## config.mk

```make
export PLATFORM = sky130hd
export DESIGN_NAME = conv_stream_driver
export DESIGN_NICKNAME = d
export VERILOG_FILES = /design/src/rtl/conv_stream_pkg.sv /design/src/rtl/stream_tx_channel.sv /design/src/rtl/conv_stream_driver.sv
export SDC_FILE = /design/constraint.sdc
export NUM_CORES = 2
export LEC_CHECK = 0
export BUFFER_PORTS_ARGS = -buffer_cell sky130_fd_sc_hd__buf_4
export CORE_MARGIN = 5
export CORE_UTILIZATION = 35
export DETAILED_ROUTE_END_ITERATION = 10
export GPL_TIMING_DRIVEN = 0
export PLACE_DENSITY = 0.62
export SYNTH_ARGS = -nofsm -noshare
export SYNTH_HDL_FRONTEND = slang
export SYNTH_SLANG_ARGS = --single-unit
```

## constraint.sdc

```tcl
create_clock -name clk -period 3.05 [get_ports clk]
set_input_delay 0.61 -clock clk [delete_from_list [all_inputs] [get_ports clk]]
set_output_delay 0.61 -clock clk [all_outputs]
set_load 0.1 [all_outputs]
```

## src/rtl/conv_stream_pkg.sv

```systemverilog
// Shared constants and FSM state type for the convolution frame driver.
package conv_stream_pkg;
    localparam int N    = 128;
    localparam int M    = 32;
    localparam int DW   = 8;
    localparam int YW   = 21;
    localparam int CW   = YW + 7;
    localparam int XAW  = $clog2(N);
    localparam int FAW  = $clog2(M);
    localparam int YCW  = 7;
    localparam int NRES = N - M + 1;

    typedef enum logic [1:0] {
        IDLE = 2'd0,
        RUN  = 2'd1,
        DONE = 2'd2
    } drv_state_t;
endpackage

```

## src/rtl/stream_tx_channel.sv

```systemverilog
// One buffered valid/ready source: preloaded sample array streamed out in index order.
module stream_tx_channel #(
    parameter int DEPTH = 128,
    parameter int W     = 8,
    parameter int AW    = $clog2(DEPTH)
) (
    input  logic          clk,
    input  logic          reset_n,
    input  logic          wr_en_i,
    input  logic [AW-1:0] wr_addr_i,
    input  logic [W-1:0]  wr_data_i,
    input  logic          start_i,
    input  logic          flush_i,
    input  logic          ready_i,
    output logic [W-1:0]  data_o,
    output logic          valid_o,
    output logic          last_sent_o
);
    logic [W-1:0]  mem_q [DEPTH];
    logic [AW-1:0] idx_q, idx_d, idx_nxt;
    logic [W-1:0]  data_q, data_d;
    logic          valid_q, valid_d;
    logic          last_q, last_d;
    logic          fire, at_end;

    // Buffer is deliberately unreset so a preloaded frame survives reset.
    always_ff @(posedge clk) begin
        if (wr_en_i) mem_q[wr_addr_i] <= wr_data_i;
    end

    assign fire    = valid_q && ready_i;
    assign at_end  = (idx_q == AW'(DEPTH - 1));
    assign idx_nxt = idx_q + AW'(1);

    always_comb begin
        idx_d   = idx_q;
        data_d  = data_q;
        valid_d = valid_q;
        last_d  = last_q;
        if (start_i) begin
            idx_d   = '0;
            data_d  = mem_q[0];
            valid_d = 1'b1;
            last_d  = 1'b0;
        end else if (flush_i) begin
            valid_d = 1'b0;
        end else if (fire) begin
            if (at_end) begin
                valid_d = 1'b0;
                last_d  = 1'b1;
            end else begin
                idx_d  = idx_nxt;
                data_d = mem_q[idx_nxt];
            end
        end
    end

    always_ff @(posedge clk or negedge reset_n) begin
        if (!reset_n) begin
            idx_q   <= '0;
            data_q  <= '0;
            valid_q <= 1'b0;
            last_q  <= 1'b0;
        end else begin
            idx_q   <= idx_d;
            data_q  <= data_d;
            valid_q <= valid_d;
            last_q  <= last_d;
        end
    end

    assign data_o      = data_q;
    assign valid_o     = valid_q;
    assign last_sent_o = last_q;
endmodule

```

## src/rtl/conv_stream_driver.sv

```systemverilog
// Frame source/sink for the convolution core: streams x and f, collects y count and checksum.
module conv_stream_driver
    import conv_stream_pkg::*;
(
    input  logic          clk,
    input  logic          reset_n,
    input  logic          wr_en,
    input  logic          wr_sel,
    input  logic [6:0]    wr_addr,
    input  logic [DW-1:0] wr_data,
    input  logic          start,
    output logic [DW-1:0] m_data_x,
    output logic          m_valid_x,
    input  logic          m_ready_x,
    output logic [DW-1:0] m_data_f,
    output logic          m_valid_f,
    input  logic          m_ready_f,
    input  logic [YW-1:0] s_data_y,
    input  logic          s_valid_y,
    output logic          s_ready_y,
    input  logic          y_stall,
    output logic          busy,
    output logic          done,
    output logic [6:0]    y_count,
    output logic [CW-1:0] checksum
);
    drv_state_t      state_q, state_d;
    logic [YCW-1:0]  y_count_q, y_count_d;
    logic [CW-1:0]   csum_q, csum_d;
    logic            idle, go, wr_ok, y_fire, y_last;
    logic            x_last_sent, f_last_sent;

    assign idle   = (state_q == IDLE);
    assign go     = idle && start;
    assign wr_ok  = idle && wr_en;
    assign y_fire = s_valid_y && s_ready_y;
    assign y_last = y_fire && (y_count_q == YCW'(NRES - 1));

    always_comb begin
        state_d   = state_q;
        y_count_d = y_count_q;
        csum_d    = csum_q;
        unique case (state_q)
            IDLE: if (start) begin
                state_d   = RUN;
                y_count_d = '0;
                csum_d    = '0;
            end
            RUN: if (y_fire) begin
                y_count_d = y_count_q + YCW'(1);
                csum_d    = csum_q + {{(CW-YW){s_data_y[YW-1]}}, s_data_y};
                if (y_last) state_d = DONE;
            end
            DONE:    state_d = IDLE;
            default: state_d = IDLE;
        endcase
    end

    always_ff @(posedge clk or negedge reset_n) begin
        if (!reset_n) begin
            state_q   <= IDLE;
            y_count_q <= '0;
            csum_q    <= '0;
        end else begin
            state_q   <= state_d;
            y_count_q <= y_count_d;
            csum_q    <= csum_d;
        end
    end

    // The final y transfer flushes any input samples the core never took.
    stream_tx_channel #(.DEPTH(N), .W(DW), .AW(XAW)) u_x (
        .clk        (clk),
        .reset_n    (reset_n),
        .wr_en_i    (wr_ok && !wr_sel),
        .wr_addr_i  (wr_addr[XAW-1:0]),
        .wr_data_i  (wr_data),
        .start_i    (go),
        .flush_i    (y_last),
        .ready_i    (m_ready_x),
        .data_o     (m_data_x),
        .valid_o    (m_valid_x),
        .last_sent_o(x_last_sent)
    );

    stream_tx_channel #(.DEPTH(M), .W(DW), .AW(FAW)) u_f (
        .clk        (clk),
        .reset_n    (reset_n),
        .wr_en_i    (wr_ok && wr_sel),
        .wr_addr_i  (wr_addr[FAW-1:0]),
        .wr_data_i  (wr_data),
        .start_i    (go),
        .flush_i    (y_last),
        .ready_i    (m_ready_f),
        .data_o     (m_data_f),
        .valid_o    (m_valid_f),
        .last_sent_o(f_last_sent)
    );

    assign s_ready_y = (state_q == RUN) && !y_stall;
    assign busy      = (state_q == RUN);
    assign done      = (state_q == DONE);
    assign y_count   = y_count_q;
    assign checksum  = csum_q;
endmodule

```

## Word-level counts from Yosys, hierarchy flattened

Memory sizes are Yosys's and may differ from the RTL's.
Index checks and enable logic that the tools add are counted.

- Register bits after elaboration: 67
- Bits in latches: 0
- RAM bits: 1280
- ROM bits: 0
- Input port bits: 45
- Output and inout port bits: 56
- Logic and storage cells: 89
- Memories kept: 2

Memory list:

| name | words | width | rd ports | clocked after Yosys merged registers in | write ports | line | text |
|---|---|---|---|---|---|---|---|
| u_x.mem_q | 128 | 8 | 2 | 0 | 1 | stream_tx_channel.sv:19 | `logic [W-1:0] mem_q [DEPTH];` |
| u_f.mem_q | 32 | 8 | 2 | 0 | 1 | stream_tx_channel.sv:19 |  |

- $add $sub $neg: 4
- $mul: 0
- Divide/modulo/power cells: 0
- $lt $le $gt $ge: 0
- Eq/ne operators: 11
- Shift-type cells: 0
- Multiplexer cells: 38
- Bitwise logic cells: 0
- Reductions and logical operators: 25

Operators by type and width:

| cell | count |
|---|---|
| 8-bit two-way mux | 8 |
| 28-bit two-way mux | 2 |
| 28-bit case mux with 2 select lines | 1 |
| 7-bit two-way mux | 6 |
| 28-bit adder | 1 |
| 5-bit two-way mux | 4 |
| 7-bit by 1-bit adder with 7-bit output, second input constant | 2 |
| 7-bit equality test, second input constant | 2 |
| 7-bit case mux with 2 select lines | 1 |
| 1-bit two-way mux | 12 |
| 3-bit AND reduction | 4 |
| 3-bit nonzero test | 4 |
| 1-bit logical AND | 9 |
| 2-bit != test, second input constant | 4 |
| 2-bit two-way mux | 3 |
| 2-bit nonzero test | 3 |
| 5-bit by 1-bit adder with 5-bit output, second input constant | 1 |
| 5-bit equality test, second input constant | 1 |
| 2-bit by 1-bit != test with 1-bit output, second input constant | 2 |
| 2-bit case mux with 2 select lines | 1 |
| 2-bit AND reduction | 2 |
| 2-bit by 1-bit equality test with 1-bit output, second input constant | 1 |
| 2-bit equality test, second input constant | 1 |
| 1-bit zero test | 2 |
| 2-bit zero test | 1 |

## Logic depth before layout (Yosys ltp)

- Depth in word-level cells: 7
- Depth in mapped cells: 12
- Depth with buffers taken out: 10

## By module

From an unflattened synthesis, not the netlist that was laid out.

- Cell total of the unflattened synthesis: 2809
- Area, all modules: 54148.2 um2

By module, submodules not included:

| module | instances | cells an instance | area each (um2) | seq. area each (um2) |
|---|---|---|---|---|
| stream_tx_channel (u_x) | 1 | 1925 | 40656.5 | 31174.9 |
| stream_tx_channel (u_f) | 1 | 557 | 10690.3 | 8062.7 |
| conv_stream_driver | 1 | 327 | 2801.4 | 925.9 |

## Least setup slack after synthesis

OpenSTA, ideal clock, no wires.

- Path type: register -> register
- Start point: reg csum_q[0] (netlist: checksum[0])
- End point: reg csum_q[26] (netlist: checksum[26])
- Library setup time: 128 ps
- Arrival: 3152 ps
- Data required time: 2922 ps
- Path slack: -230 ps
- Stages on the path, launching flop included: 11
- Path buffers: 0
- Clock period less this slack: 3280 ps
- Cells stage by stage: dfrtp_1 > ha_1 > fa_1 > a211oi_1 > o211ai_1 > nand2_1 > o32ai_2 > a211o_1 > a2111oi_0 > or4_1 > nand3_1

- Longest elaborated chain between the ends: 3

Ends and longest elaborated chain:

| item | line | text |
|---|---|---|
| start: declaration | conv_stream_driver.sv:29 | `logic [CW-1:0] csum_q, csum_d;` |
| start signal: assignment | conv_stream_driver.sv:67 | `csum_q <= csum_d;` |
| 28-bit adder | conv_stream_driver.sv:51 | `csum_d = csum_q + {{(CW-YW){s_data_y[YW-1]}}, s_data_y};` |
| 28-bit two-way mux | conv_stream_driver.sv:49 | `RUN: if (y_fire) begin` |
| 28-bit case mux with 2 select lines | conv_stream_driver.sv:43 | `unique case (state_q)` |

No other way between the ends. The select of a mux whose other input is x is not followed.
A chain may end at the register's enable or synchronous reset.

## Worst setup path after layout

- Start point: reg u_x.idx_q[0]
- End point: reg u_x.data_q[1] (netlist: u_x.data_o[1])

- Longest elaborated chain between the ends: 6
- Elaborated cells on any way between the ends: 9
- Classes of those cells: 1 x add/sub; 2 x eq/ne; 4 x mux; 1 x reduce/logical; 1 x memory

Ends and longest elaborated chain:

| item | line | text |
|---|---|---|
| start: declaration | stream_tx_channel.sv:20 | `logic [AW-1:0] idx_q, idx_d, idx_nxt;` |
| start signal: assignment | stream_tx_channel.sv:65 | `idx_q <= idx_d;` |
| 7-bit by 1-bit adder with 7-bit output | stream_tx_channel.sv:33 | `assign idx_nxt = idx_q + AW'(1);` |
| memory read 128 x 8 bit | - |  |
| 8-bit two-way mux | stream_tx_channel.sv:48 | `if (at_end) begin` |
| 8-bit two-way mux | stream_tx_channel.sv:47 | `end else if (fire) begin` |
| 8-bit two-way mux | stream_tx_channel.sv:45 | `end else if (flush_i) begin` |
| 8-bit two-way mux | stream_tx_channel.sv:40 | `if (start_i) begin` |
| end signal: assignment | stream_tx_channel.sv:66 | `data_q <= data_d;` |
| end: declaration | stream_tx_channel.sv:21 | `logic [W-1:0] data_q, data_d;` |

Several ways; a longest one is shown, not always the timed one. The select of a mux whose other input is x is not followed.

==> results_dict.tcl <==
set metrics [dict create \
    arrival_ns 3.76 \
    postPlaceCellArea_um2 57530 \
    synth_top_area_cell "edfxtp_1" \
    fillerInstances 13202 \
    synth_edf_count 1280 \
    post-place-ws_ns -1.685 \
    clk_pin_slew_ns 0.06 \
    row_count 144 \
    violations "negative setup slack" \
    ys_warn_count 0 \
    die_x_um 402.6 \
    fin_crit_ns 3.128 \
    worstSkewPairLatency_ns 0.77 \
    rr_worst_depth 12 \
    grt_overflow_total 0 \
    drtPass1Iterations 7 \
    netlist_area_um2 53950 \
    leakagePower_nw 20.03 \
    root_buffer "clkbuf_16" \
    die_area_um2 162100 \
    use_met3 0.04799 \
    r2r_start "u_x.idx_q[0]" \
    remaining_drc_errors 0 \
    met2_usage 0.2781 \
    setup_ws_ns -0.07834 \
    core-area_um2 153700 \
    ys.flop_type "edfxtp_1" \
    end_kind "flop" \
    synth_area_per_cell_um2 19.98 \
    drv_slew 0 \
    yosysUniqueCellTypes 60 \
    routed_wl_um 150700 \
    cts_buffer_depth 3 \
    fmax_mhz 319.7 \
    grt_max_degree 129 \
    power_mw 41.64 \
    outcome "finished with violations" \
    finalSetupViolCount 4 \
    io_pins 101 \
    syn_nets 2778 \
    busiest_layer "met2" \
    grt_pass1_vias 28038 \
    slew_headroom 0.1597 \
    design_area_um2 64600 \
    syn2layout_area_growth_pct 19.75 \
    start_kind "flop" \
    rsz0062_at_grt "true" \
    drtAntennaViolNets 0 \
    gp_congestion 0.9222 \
    synth_area_leaders "edfxtp_1 71%, mux4_2 16%, dfrtp_1 3.1%" \
    detail_route.wl_per_cell_um 29.21 \
    synth_seq_area_share 0.7435 \
    synth_commonest_cells "1,280 x edfxtp_1, 383 x mux4_2, 225 x nor2_1" \
    synth_seq_cells 1347 \
    final_core_util 0.4204 \
    vias 28546 \
    min_period_over_period 1.026 \
    r2r_slack_ns -0.08 \
    start_util 0.3510 \
    fin_worst_skew_ns 0.04250 \
    synthArstFlopShare 0.04974 \
    use_met1 0.2556 \
    hold_viol 0 \
    grt.total_usage 0.1814 \
    cts.sinks 1347 \
    crit_fanout 6 \
    holdCritPathClass "input port to async pin" \
    p_per_area_nw_per_um2 644.5 \
    dieHeight_um 402.6 \
    worst_slew_pin_slew_ns 1.261 \
    vdd_drop_max_v 0.0005156 \
    cts.htree.levels 4 \
    cap_viol_max_count 0 \
    synth_most_common_cell "edfxtp_1" \
    cts_tree "done" \
    drtIter0Drc 3706 \
    crit_required_ns 3.68 \
    grt_antenna_before_repair 7 \
    port_buffers 98 \
    critPathKind "flop to flop" \
    syn_inst 2700 \
    via_per_inst 5.533 \
    finalNetCount 3081 \
    grt_pass1_wl_um 210500 \
    r2r-end "u_x.data_o[1]" \
    drive_above_1_share 0.3329 \
    synth_top_area_frac 0.7125 \
    num_antenna_cells 0 \
    cts_buffers 140 \
    post-dp-hpwl_um 97610 \
]
-- how the worst max path moves through the flow --
stage	from	endpoint	slack, ns	cells after the start
floorplan	checksum[0]	checksum[26]	0.003	10
global placement	u_x.idx_q[1]	u_x.data_o[4]	-1.69	10
detailed placement	u_x.idx_q[0]	u_x.data_o[1]	-1.68	9
CTS	state_q[0]	u_x.mem_q[95][4]	-0.22	5
global route	u_x.idx_q[0]	u_x.data_o[1]	-0.08	11
finish	u_x.idx_q[0]	u_x.data_o[1]	-0.08	12
-- registers in the layout (all words and copies together), names as in the netlist --
| signal | flops |
|---|---|
| checksum | 28 |
| state_q | 2 |
| u_f.data_o | 8 |
| u_f.idx_q | 5 |
| u_f.mem_q | 256 |
| u_f.valid_o | 1 |
| u_x.data_o | 8 |
| u_x.idx_q | 7 |
| u_x.mem_q | 1024 |
| u_x.valid_o | 1 |
| y_count | 7 |
-- cell families after synthesis --
kind of cell / synth area share
buffers and inverters: 0.01273
AOI/OAI and AO/OA: 0.02182
adders and majority gates: 0.007793
muxes: 0.1645
DFF: 0.7435
and+or+nand+nor: 0.04323
xor gates and xnor gates: 0.006332
-- power breakdown --
group | internal (mW) | total (mW) | switching [mW]
clock network | 9.80 | 16.9 | 7.09
registers | 20.4 | 20.7 | 0.221
logic | 1.07 | 4.08 | 3.01
-- final cells by class --
class | count | area, um2 | share of cell area
sequential | 1347 | 40120 | 0.6210
clock inverter | 64 | 578.1 | 0.008948
tap | 2044 | 2557 | 0.03959
clock buffer | 190 | 3931 | 0.06085
inverter | 14 | 52.55 | 0.0008134
buffer | 134 | 1348 | 0.02086
timing repair buffer | 163 | 1569 | 0.02429
multi-input combinational | 1203 | 14450 | 0.2236
-- critical path, cell delays in order (launching register included) --
cell and delay (ns):
dfrtp_1 0.43, ha_4 0.26, buf_8 0.14, buf_12 0.13, buf_12 0.14, buf_12 0.14, buf_6 0.11, mux4_2 0.28
mux4_2 0.56, nand2_2 0.12, a21oi_4 0.08, a2111oi_4 0.50, nand2_1 0.09
-- stage by stage --
stage	cells	TNS (ns)	hold slack [ns]
CTS	5110	-40.68	0.03235
floorplan	2700	0	0.3144
detailed placement	4852	-592.35	0.4799
global route	5159	-0.3096	0.1134
finish	5159	-0.1654	0.05486
global placement	4842	-517.94	0.4854
-- metal layers --
metal  wire length [um]  vias up
met5                 13        -
met4               4810        2
met3              15410      276
met2              69070     1514
met1              61410    15035
li1                   -    11719
-- cells in the final DEF (no fill, tap or decap), types with 27 or more instances in the layout --
cell       Yosys  layout
edfxtp_1    1280    1280
mux4_2       383     383
nand2_1      168     157
clkbuf_16      0     153
buf_4         16     146
nor2_4         0     107
nor2_1       225      95
clkbuf_1      66      67
o21ai_0       63      61
dfrtp_1       67      61
nand3_1       56      56
a21oi_1       42      37
ha_1          32      31
buf_12         0      28
clkinv_1       0      27
-- repair_timing --
item / 4_1_cts / 5_1_grt
cloned: 0 / 3
setup buffers: 5 / 47
resized for setup: 442 / 137
pin swaps: 4 / 15
hold buffers: 0 / 0
setup endpoints to repair: 1058 / 1052
No activity file was read; power rests on OpenSTA's default activity.
